File: config.mk
export PLATFORM = sky130hd
export DESIGN_NAME = clock_period_monitor
export DESIGN_NICKNAME = d
export VERILOG_FILES = /design/src/rtl/clock_period_monitor.sv
export SDC_FILE = /design/constraint.sdc
export NUM_CORES = 1
export LEC_CHECK = 0
export ABC_AREA = 1
export BUFFER_PORTS_ARGS = -buffer_cell sky130_fd_sc_hd__buf_2
export CORE_ASPECT_RATIO = 0.9
export CORE_UTILIZATION = 55
export CTS_CLUSTER_DIAMETER = 50
export CTS_CLUSTER_SIZE = 10
export DETAILED_ROUTE_END_ITERATION = 12
export GPL_TIMING_DRIVEN = 0
export PLACE_DENSITY = 0.77
export SLEW_MARGIN = 20
export SYNTH_ARGS = -nofsm -noshare
export SYNTH_HDL_FRONTEND = slang
export SYNTH_SLANG_ARGS = --single-unit
File: constraint.sdc
create_clock -name clock_in -period 4.3 [get_ports clock_in]
set_input_delay 0.43 -clock clock_in [delete_from_list [all_inputs] [get_ports clock_in]]
set_output_delay 0.43 -clock clock_in [all_outputs]
set_load 0.01 [all_outputs]
File: src/rtl/clock_period_monitor.sv
// Measures period and high time of a slow probe clock in clock_in cycles, declares lock on a run of
// matching periods, and flags mismatches while locked and stalls. Define DUTY_CHECK_EN to also require 50% duty.
module clock_period_monitor #(
  parameter int CNT_W         = 16,
  parameter int EXPECTED_HALF = 4,
  parameter int LOCK_COUNT    = 4
) (
  input  logic             clock_in,
  input  logic             reset,
  input  logic             clock_probe,
  output logic [CNT_W-1:0] period,
  output logic [CNT_W-1:0] high_time,
  output logic             meas_valid,
  output logic             locked,
  output logic             err,
  output logic             stall
);

  localparam int     MC_W    = $clog2(LOCK_COUNT + 1);
  localparam longint CNT_MAX = (longint'(1) << CNT_W) - 1;

  function automatic logic [CNT_W-1:0] clamp_cnt(input longint v);
    if (v > CNT_MAX) return '1;
    return v[CNT_W-1:0];
  endfunction

  function automatic logic [CNT_W-1:0] sat_inc(input logic [CNT_W-1:0] v);
    return (&v) ? v : v + 1'b1;
  endfunction

  // A threshold beyond the counter range is pulled down to the saturation value so the timeout still fires.
  localparam logic [CNT_W-1:0] TIMEOUT_VAL = clamp_cnt(4 * longint'(EXPECTED_HALF));
  localparam logic [CNT_W-1:0] MATCH_VAL   = clamp_cnt(2 * longint'(EXPECTED_HALF));
  localparam bit               MATCH_OK    = (2 * longint'(EXPECTED_HALF) <= CNT_MAX);
`ifdef DUTY_CHECK_EN
  localparam logic [CNT_W-1:0] HALF_VAL    = clamp_cnt(longint'(EXPECTED_HALF));
`endif

  typedef enum logic [1:0] {IDLE, MEASURE, TRACK, LOCKED} state_t;

  state_t           state_q, state_d;
  logic             sync1_q, sync2_q, hist_q;
  logic [CNT_W-1:0] cnt_q, cnt_d;
  logic [MC_W-1:0]  match_cnt_q, match_cnt_d;
  logic [CNT_W-1:0] period_q, period_d;
  logic [CNT_W-1:0] high_q, high_d;
  logic             mv_q, mv_d;
  logic             err_q, err_d;
  logic             stall_q, stall_d;
`ifdef DUTY_CHECK_EN
  logic             fell_q, fell_d;
`endif

  logic rise, fall, match, timeout;

  assign rise = sync2_q & ~hist_q;
  assign fall = ~sync2_q & hist_q;

  always_ff @(posedge clock_in or posedge reset) begin
    if (reset) begin
      sync1_q     <= 1'b0;
      sync2_q     <= 1'b0;
      hist_q      <= 1'b0;
      state_q     <= IDLE;
      cnt_q       <= '0;
      match_cnt_q <= '0;
      period_q    <= '0;
      high_q      <= '0;
      mv_q        <= 1'b0;
      err_q       <= 1'b0;
      stall_q     <= 1'b0;
`ifdef DUTY_CHECK_EN
      fell_q      <= 1'b0;
`endif
    end else begin
      sync1_q     <= clock_probe;
      sync2_q     <= sync1_q;
      hist_q      <= sync2_q;
      state_q     <= state_d;
      cnt_q       <= cnt_d;
      match_cnt_q <= match_cnt_d;
      period_q    <= period_d;
      high_q      <= high_d;
      mv_q        <= mv_d;
      err_q       <= err_d;
      stall_q     <= stall_d;
`ifdef DUTY_CHECK_EN
      fell_q      <= fell_d;
`endif
    end
  end

  always_comb begin
    cnt_d    = rise ? CNT_W'(1) : sat_inc(cnt_q);
    high_d   = (fall && state_q != IDLE) ? cnt_q : high_q;
    period_d = period_q;
    mv_d     = 1'b0;
    if (rise && state_q != IDLE) begin
      period_d = cnt_q;
      mv_d     = 1'b1;
    end

`ifdef DUTY_CHECK_EN
    // high_q holds this period's high time only if a fall was seen since the last rise.
    fell_d = rise ? 1'b0 : ((fall && state_q != IDLE) ? 1'b1 : fell_q);
    match  = MATCH_OK && (cnt_q == MATCH_VAL) && fell_q && (high_q == HALF_VAL);
`else
    match  = MATCH_OK && (cnt_q == MATCH_VAL);
`endif

    timeout     = (state_q != IDLE) && (cnt_q == TIMEOUT_VAL) && !rise;
    state_d     = state_q;
    match_cnt_d = match_cnt_q;
    err_d       = err_q;
    stall_d     = stall_q;

    if (timeout) begin
      state_d     = IDLE;
      stall_d     = 1'b1;
      match_cnt_d = '0;
    end else if (rise) begin
      case (state_q)
        IDLE: begin
          state_d = MEASURE;
          stall_d = 1'b0;
        end
        MEASURE: begin
          state_d     = TRACK;
          match_cnt_d = match ? MC_W'(1) : '0;
        end
        TRACK: begin
          if (!match) begin
            match_cnt_d = '0;
          end else if (match_cnt_q == MC_W'(LOCK_COUNT - 1)) begin
            state_d     = LOCKED;
            match_cnt_d = MC_W'(LOCK_COUNT);
          end else begin
            match_cnt_d = match_cnt_q + 1'b1;
          end
        end
        LOCKED: begin
          if (!match) begin
            state_d     = TRACK;
            err_d       = 1'b1;
            match_cnt_d = '0;
          end
        end
        default: state_d = IDLE;
      endcase
    end
  end

  always_comb begin
    locked     = (state_q == LOCKED);
    period     = period_q;
    high_time  = high_q;
    meas_valid = mv_q;
    err        = err_q;
    stall      = stall_q;
  end

endmodule

# [Word-level counts from Yosys, hierarchy flattened]
# Cells that the tools add are included.
# Widths: inputs -> output; s select.
[classes] bitwise=6 n_mux=19 n_reduce_logical=15 eq_ne=10 n_addsub=2
[op_table] op="$mux 16" n=2
[op_table] op="$add 16x1->16 const B" n=1
[op_table] op="$eq 16x4->1 const B" n=1
[op_table] op="$eq 16x5->1 const B" n=1
[op_table] op="$reduce_and 16->1" n=1
[op_table] op="$mux 3" n=5
[op_table] op="$mux 2" n=5
[op_table] op="$pmux 3 s3" n=1
[op_table] op="$pmux 2 s4" n=1
[op_table] op="$reduce_and 4->1" n=2
[op_table] op="$ne 3x3->1 const B" n=2
[op_table] op="$reduce_bool 2->1" n=3
[op_table] op="$mux 1" n=5
[op_table] op="$eq 2x2->1 const B" n=2
[op_table] op="$logic_and 1x1->1" n=4
[op_table] op="$not 1->1" n=4
[op_table] op="$reduce_bool 4->1" n=1
[op_table] op="$add 3x1->3 const B" n=1
[op_table] op="$eq 3x2->1 const B" n=1
[op_table] op="$ne 3x2->1 const B" n=1
[op_table] op="$reduce_and 3->1" n=1
[op_table] op="$and 1x1->1" n=2
[op_table] op="$eq 2x1->1 const B" n=1
[op_table] op="$logic_not 2->1" n=1
[op_table] op="other kinds (3)" n=3
[totals] out_inout_bits=36 register_bits=59 inputBits=3

# [Depth between registers and ports, before layout]
# Gate-level depths: netlist of the first run.
[logic_depth] depth_word=6 depth_mapped=11 depth_no_buf=11

# [Worst setup path before layout of the first run]
# No wires, ideal clock.
[synth_timing] kind="register -> register" from="register cnt_q[0]" to="register state_q[0]" arrival_time_ns=1.277 synth_period_minus_slack_ns=1.393 setup_time_ns=0.117 path_slack_ns=2.907 path_buffers=0 stages_incl_launch_ff=10 required_ns=4.183 path_cell_list="dfrtp_1 > inv_1 > ha_1 > nand3_1 > nor2_2 > nand2_1 > a21oi_2 > nand2_1 > nand2_1 > nand2_1"
[synth_via] elab_chain_cells=5
[synth_rtl] item="from (decl)" line="43" text="logic [CNT_W-1:0] cnt_q, cnt_d;"
[synth_rtl] item="from (signal assigned)" line="80" text="cnt_q <= cnt_d;"
[synth_rtl] item="$eq 16x5->1" line="111" text="timeout = (state_q != IDLE) && (cnt_q == TIMEOUT_VAL) && !rise;"
[synth_rtl] item="$logic_and 1x1->1 (2 in a row)" line="111"
[synth_rtl] item="$ne 3x3->1 (no line), or another cell as far along"
[synth_rtl] item="$reduce_and 4->1 (no line)"
[synth_rtl] item="to (signal assigned)" line="79" text="state_q <= state_d;"
[synth_rtl] item="to (decl)" line="41" text="state_t state_q, state_d;"
# Parallel ways exist; a longest one is shown, timed or not.
# A chain may end at the register's enable or synchronous reset.

# [Worst setup path in the final report of the first run]
# Ends and elaborated chain as after synthesis.

==> run_results.csv, run 1 <==
group,metric,value,unit
synth,synth_seq_cells,59,
place,port_buffers,38,
finish,antenna_cells,0,
sta,hold_slack,206,ps
global_route,grt.total_usage,25.9,%
finish,drive_gt1_share,24.6,%
sta,post-route-min-period,1710,ps
critical_path,crit_path_max_incr_delay,400,ps
global_route,grt_max_degree,60,
floorplanning,core_area,4830,um2
cts,post_cts_buffers,0,
power_and_ir_drop,power.share.sequential,47.2,%
run_status,status,"finished clean",
route,drc,0,
synth,synth-edff-count,0,
cts,cts_resized,0,
critical_path,critPathRequiredTime,4570,ps
power_and_ir_drop,combPwrFrac,23.1,%
global_route,grt_pass1_vias,2157,
route,vias,2380,
sta,setup_tns,0,ps
sta,hold_viol,0,
place,gp_congestion,0.923,
floorplanning,dieArea,5320,um2
sta,clock.fmax,0.584,GHz
synth,ys_seq_area_share,53.4,%
critical_path,critPathKind,"flip-flop to flip-flop",
power_and_ir_drop,swShare,33.7,%
floorplanning,die_y,69.3,um
route,antenna_left,0,
power_and_ir_drop,switchingPower,498,uW
synth,synthesis.area,2770,um2
route,routed_wl,6.39,mm
sta,setup_viol,0,
route,routedWlPerCell,14.8,um
floorplanning,die_w,76.8,um
cts,ctsHoldBuffers,0,
route,viasPerCell,5.52,
synth,syn_inst,314,
floorplanning,initial_core_util,57.2,%
critical_path,path_cells,"inv_1 -> ha_1 -> nand3_1 -> nor2_2 -> nand2_1 -> nor2_1 -> a21oi_2 -> nand2_1 -> nand2_1 -> nand2_1",
synth,synth_cell_types,33,
sta,drv_slew,0,
synth,synth_nets,321,
global_route,grt_pass1_wl,10.6,mm
power_and_ir_drop,power.density,460,nW/um2
sta,timing.final.ws_setup,2590,ps
synth,synth-main-ff-cell,"dfrtp_1",
critical_path,cp-start-kind,"flip-flop",
synth,ys_async_sr_fraction,100,%
cts,root_buffer,"clkbuf_8",
floorplanning,rows,24,
cts,cts-htree-levels,3,
place,place_hpwl,4.52,mm
power_and_ir_drop,power.share.clock,29.6,%
power_and_ir_drop,p_int,977,uW
critical_path,worstPathMaxFanout,6,
route,first_iter_violations,179,
cts,clk_latency,330,ps
worst_hold_path,hold_class,"input pin to flip-flop",
synth,yosysWarningCount,0,
cts,clkTransAtPathRegs,60,ps
synth,syn_area_per_cell,8.81,um2
sta,rsz0062_at_grt,"no",
sta,fin_worst_skew,5.02,ps
power_and_ir_drop,p_total,1.48,mW
run,max_cap_viol_count,0,
global_route,antenna_found_initial,0,
sta,layout_worst_path_cycle_share,39.8,%
cts,cts_sinks,59,
cts,clk_path_buf_depth,2,
critical_path,crit_top_cell,"nand2_1",
sta,relSlewSlack,52.6,%
route,first_pass_iters,5,
sta,worstMarginPinSlew,711,ps
critical_path,cp_slowest_cell,"dfrtp_1",
cts,numCtsBuffers,9,
place,post-place-ws,2640,ps
cts,cts_tree,"built",
finish,area_growth,15.9,%
power_and_ir_drop,irDropWorstVdd,0.232,mV
critical_path,worstPathArrival,1980,ps
critical_path,end_kind,"flip-flop",
power_and_ir_drop,p_leak,1.63,nW
finish,nets,370,
global_route,overflow,0,
floorplanning,ioPinCount,39,
## Yosys cell counts (5+ instances only)
master   instances  area, um2
o21ai_1         14       70.1
inv_1           28        105
dfrtp_1         59       1480
nor2_1          17       63.8
o21ai_0         28        140
inv_2            8       30.0
nand3_1         24        120
nor2_2           5       31.3
nand2_1         74        278
nor3_1           8       40.0
## area by class of cell
cell class | count | area (um2)
clock inverter | 3 | 15.0
tap | 65 | 81.3
inverter | 38 | 151
timing repair buffer | 38 | 190
sequential | 59 | 1480
fill | 395 | 1630
clock buffer | 11 | 151
multi-input combinational | 209 | 1100
buffer | 8 | 38.8
## cell families after synthesis
family,count (synthesis),share of synthesized area [%]
adder cells (fa/ha/maj),4,1.81
XOR/XNOR,3,0.950
AND/OR/NAND/NOR,148,26.5
AO/OA/AOI/OAI,54,10.6
buffers and inverters,46,6.78
flip-flops,59,53.4
## power by group through the flow
stage / clock (mW) / sequential, mW / combinational, mW
6_report: 0.437 / 0.696 / 0.341
5_1_grt: 0.467 / 0.708 / 0.384
4_1_cts: 0.442 / 0.696 / 0.341
3_5_place_dp: 0 / 0.705 / 0.340
3_3_place_gp: 0 / 0.702 / 0.333
2_1_floorplan: 0 / 0.719 / 0.204
## sequential cells by signal (all words and copies together) (netlist names)
signal,count
sync2_q,1
err,1
match_cnt_q,3
period,16
sync1_q,1
cnt_q,16
high_time,16
meas_valid,1
stall,1
state_q,2
hist_q,1
## critical path: cells and delay by family, from the launching register on
kind	cells	cell delay (ps)
compound gates	1	80
simple gates	7	750
buf+inv	1	220
fa+ha+maj	1	210
flops	1	400
## path summary, 6_finish.rpt
kind / startpoint / end / slack, ps / cells after the start
max: cnt_q[0] / state_q[0] / 2590 / 10
min: clock_probe / sync1_q / 210 / 1
max reg2reg: cnt_q[0] / state_q[0] / 2590 / 10
min reg2reg: sync1_q / sync2_q / 350 / 0
max in group asynchronous: reset / match_cnt_q[1] / 3600 / 2
min in group asynchronous: reset / period[0] / 220 / 2
## metrics by stage
stage | instance area (um2) | std cells | util, %
finish | 3210 | 431 | 66.3
global route | 3210 | 431 | 66.3
CTS | 3210 | 431 | 66.3
detailed placement | 3040 | 417 | 62.9
global placement | 3040 | 417 | 62.8
floorplan | 2770 | 314 | -
## per-layer routing
metal | track usage [%] | wire length (um)
met3 | 4.61 | 422
met4 | 10.0 | 99
met5 | 0 | 0
met2 | 38.9 | 2850
met1 | 37.6 | 3030
## layout by cell type (no fill, tap or decap), types with 3 or more instances in the layout
cell      instances
nor2_1           17
dfrtp_1          59
a31oi_1           4
nand2_1          74
ha_1              4
clkinv_2          4
inv_2             8
clkbuf_1          3
nand3_1          24
xor2_1            3
inv_1            27
buf_2            42
clkbuf_8         11
o21ai_0          28
nor3_1            8
nand2_2           4
nand4_1           4
nor2_4            4
o21ai_1          14
nor2_2            5
(Power assumes the default switching activity.)
==> run 2, diff against run 1 <==
==> constraint.sdc (replaced) <==
create_clock -name clock_in -period 1.69 [get_ports clock_in]
set_input_delay 0.169 -clock clock_in [delete_from_list [all_inputs] [get_ports clock_in]]
set_output_delay 0.169 -clock clock_in [all_outputs]
set_load 0.01 [all_outputs]
==> run 2 against run 1 <==
Effect of this change: first-iteration DRC count rose by 2.2%; non-clock buffer count rose by 6; count of clock-buffer cells in the layout did not move; register-to-register slack got worse by 2500 ps; wire length rose by 1.4%; global-route usage did not move; worst hold slack improved by 140 ps; final cell count rose by 1.4%; final area rose by 1.8%; critical endpoint is now period[5]; largest power group unchanged; highest routed layer unchanged.
==> run_results.csv, run 2 (synthesis results as in run 1) <==
group,metric,value,unit
cts,root_buffer,"clkbuf_8",
worst_hold_path,min_from,"sync1_q",
critical_path,end_kind,"flip-flop",
finish,drive_gt1_share,26.6,%
global_route,antenna_found_initial,0,
sta,fin_worst_skew,4.52,ps
floorplanning,ioPinCount,39,
sta,post-route-min-period,1580,ps
floorplanning,rows,24,
cts,numCtsBuffers,9,
sta,worstMarginPinSlew,705,ps
finish,nets,376,
power_and_ir_drop,power.density,1160,nW/um2
cts,cts-htree-levels,3,
place,dp.cells,417,
critical_path,reg2reg_slack,110,ps
critical_path,r2r_cells,7,
global_route,grt_pass1_vias,2157,
sta,rsz0062_at_grt,"no",
power_and_ir_drop,p_total,3.79,mW
finish,fin_util,67.5,%
critical_path,r2r-end,"period[5]",
place,place_hpwl,4.52,mm
cts,cts_sinks,59,
floorplanning,die_w,76.8,um
route,routedWlPerCell,14.8,um
run_status,status,"finished clean",
finish,area_growth,18.0,%
floorplanning,dieArea,5320,um2
cts,clk_path_buf_depth,2,
finish,final_cells,437,
finish,layout_commonest_cell,"nand2_1",
run,max_cap_viol_count,0,
power_and_ir_drop,irDropWorstVdd,0.593,mV
place,port_buffers,38,
power_and_ir_drop,p_leak,1.66,nW
sta,clock.fmax,0.635,GHz
route,first_pass_iters,5,
critical_path,crit_start,"hist_q",
critical_path,critPathRequiredTime,1900,ps
critical_path,critPathKind,"flip-flop to flip-flop",
finish,final_cell_mix,"nand2_1 (73), dfrtp_1 (59), buf_2 (42)",
global_route,overflow,0,
sta,layout_worst_path_cycle_share,93.2,%
route,first_iter_violations,183,
critical_path,cp-start-kind,"flip-flop",
route,antenna_left,0,
place,postPlaceCellArea,3040,um2
worst_hold_path,hold_class,"flip-flop to flip-flop",
floorplanning,initial_core_util,57.2,%
sta,setup_viol,0,
critical_path,worstPathArrival,1790,ps
route,vias,2370,
cts,clk_latency,330,ps
critical_path,r2r-start,"hist_q",
critical_path,worstPathMaxFanout,10,
route,drc,0,
sta,drv_slew,0,
finish,antenna_cells,0,
finish,fillers,386,
place,gp_congestion,0.923,
global_route,grt.total_usage,25.9,%
finish,multi_input_area,1110,um2
floorplanning,core_area,4830,um2
sta,relSlewSlack,53.0,%
cts,clkTransAtPathRegs,60,ps
sta,hold_viol,0,
finish,fin_area,3260,um2
cts,cts_tree,"built",
critical_path,critPathCapture,"period[5]",
global_route,grt_pass1_wl,10.6,mm
route,routed_wl,6.48,mm
global_route,grt_max_degree,60,
finish,seqCellArea,1480,um2
floorplanning,die_y,69.3,um
route,viasPerCell,5.42,
-- run 2: cell types whose count changed in the layout (fill, tap and decap cells not counted), moves of 2 or more --
cell | before | now
buf_4 | 1 | 5
dlygate4sd3_1 | 0 | 2
inv_1 | 27 | 25
inv_2 | 8 | 10
-- run 2: worst min-delay path by stage --
| stage | endpoint | slack [ps] | depth (start not counted) |
|---|---|---|---|
| finish | sync2_q | 350 | 0 |
| global route | sync2_q | 370 | 0 |
| CTS | sync2_q | 350 | 0 |
| detailed placement | sync1_q | 280 | 1 |
| global placement | sync1_q | 280 | 1 |
| floorplan | sync1_q | 200 | 0 |
-- run 2: area by class of cell --
| class | count | share of cell area, % |
|---|---|---|
| Inverter | 38 | 4.64 |
| Buffer | 8 | 1.19 |
| Timing Repair Buffer | 44 | 7.36 |
| Sequential cell | 59 | 45.2 |
| Clock inverter | 3 | 0.460 |
| Clock buffer | 11 | 4.64 |
| Multi-Input combinational cell | 209 | 34.0 |
| Tap cell | 65 | 2.49 |
-- run 2: through the flow --
stage          TNS [ps]  hold WS (ps)  setup WS, ps
5_1_grt               0           369          4.79
4_1_cts               0           355          17.0
6_report              0           350           114
2_1_floorplan         0           200          64.7
3_5_place_dp          0           278          30.2
3_3_place_gp     -35840           278          -609
-- run 2: metal layers --
layer,global-route usage (%),up-vias,routed length [um]
met5,0,-,0
met4,10.0,0,74
met3,4.61,10,411
met2,38.9,93,2930
met1,37.6,1125,3070
li1,-,1142,-
-- run 2: power breakdown --
part	internal (mW)	switching [mW]
logic	0.315	0.593
clock network	0.587	0.524
registers	1.61	0.160
total	2.51	1.28
-- run 2: what timing repair did --
item / in CTS / in global routing
hold buffers: 2 / 0
hold endpoints to repair: 60 / 0
resized for setup: 0 / 5
endpoints found under the setup margin: 0 / 6
buffers inserted: 0 / 4
-- run 2: critical path, stage by stage, from the launching register on --
cell and delay, ps:
dfrtp_1 420, nor2_4 260, inv_2 170, nor2_4 170, inv_2 70, buf_2 190, nand2_1 90, o21ai_1 70
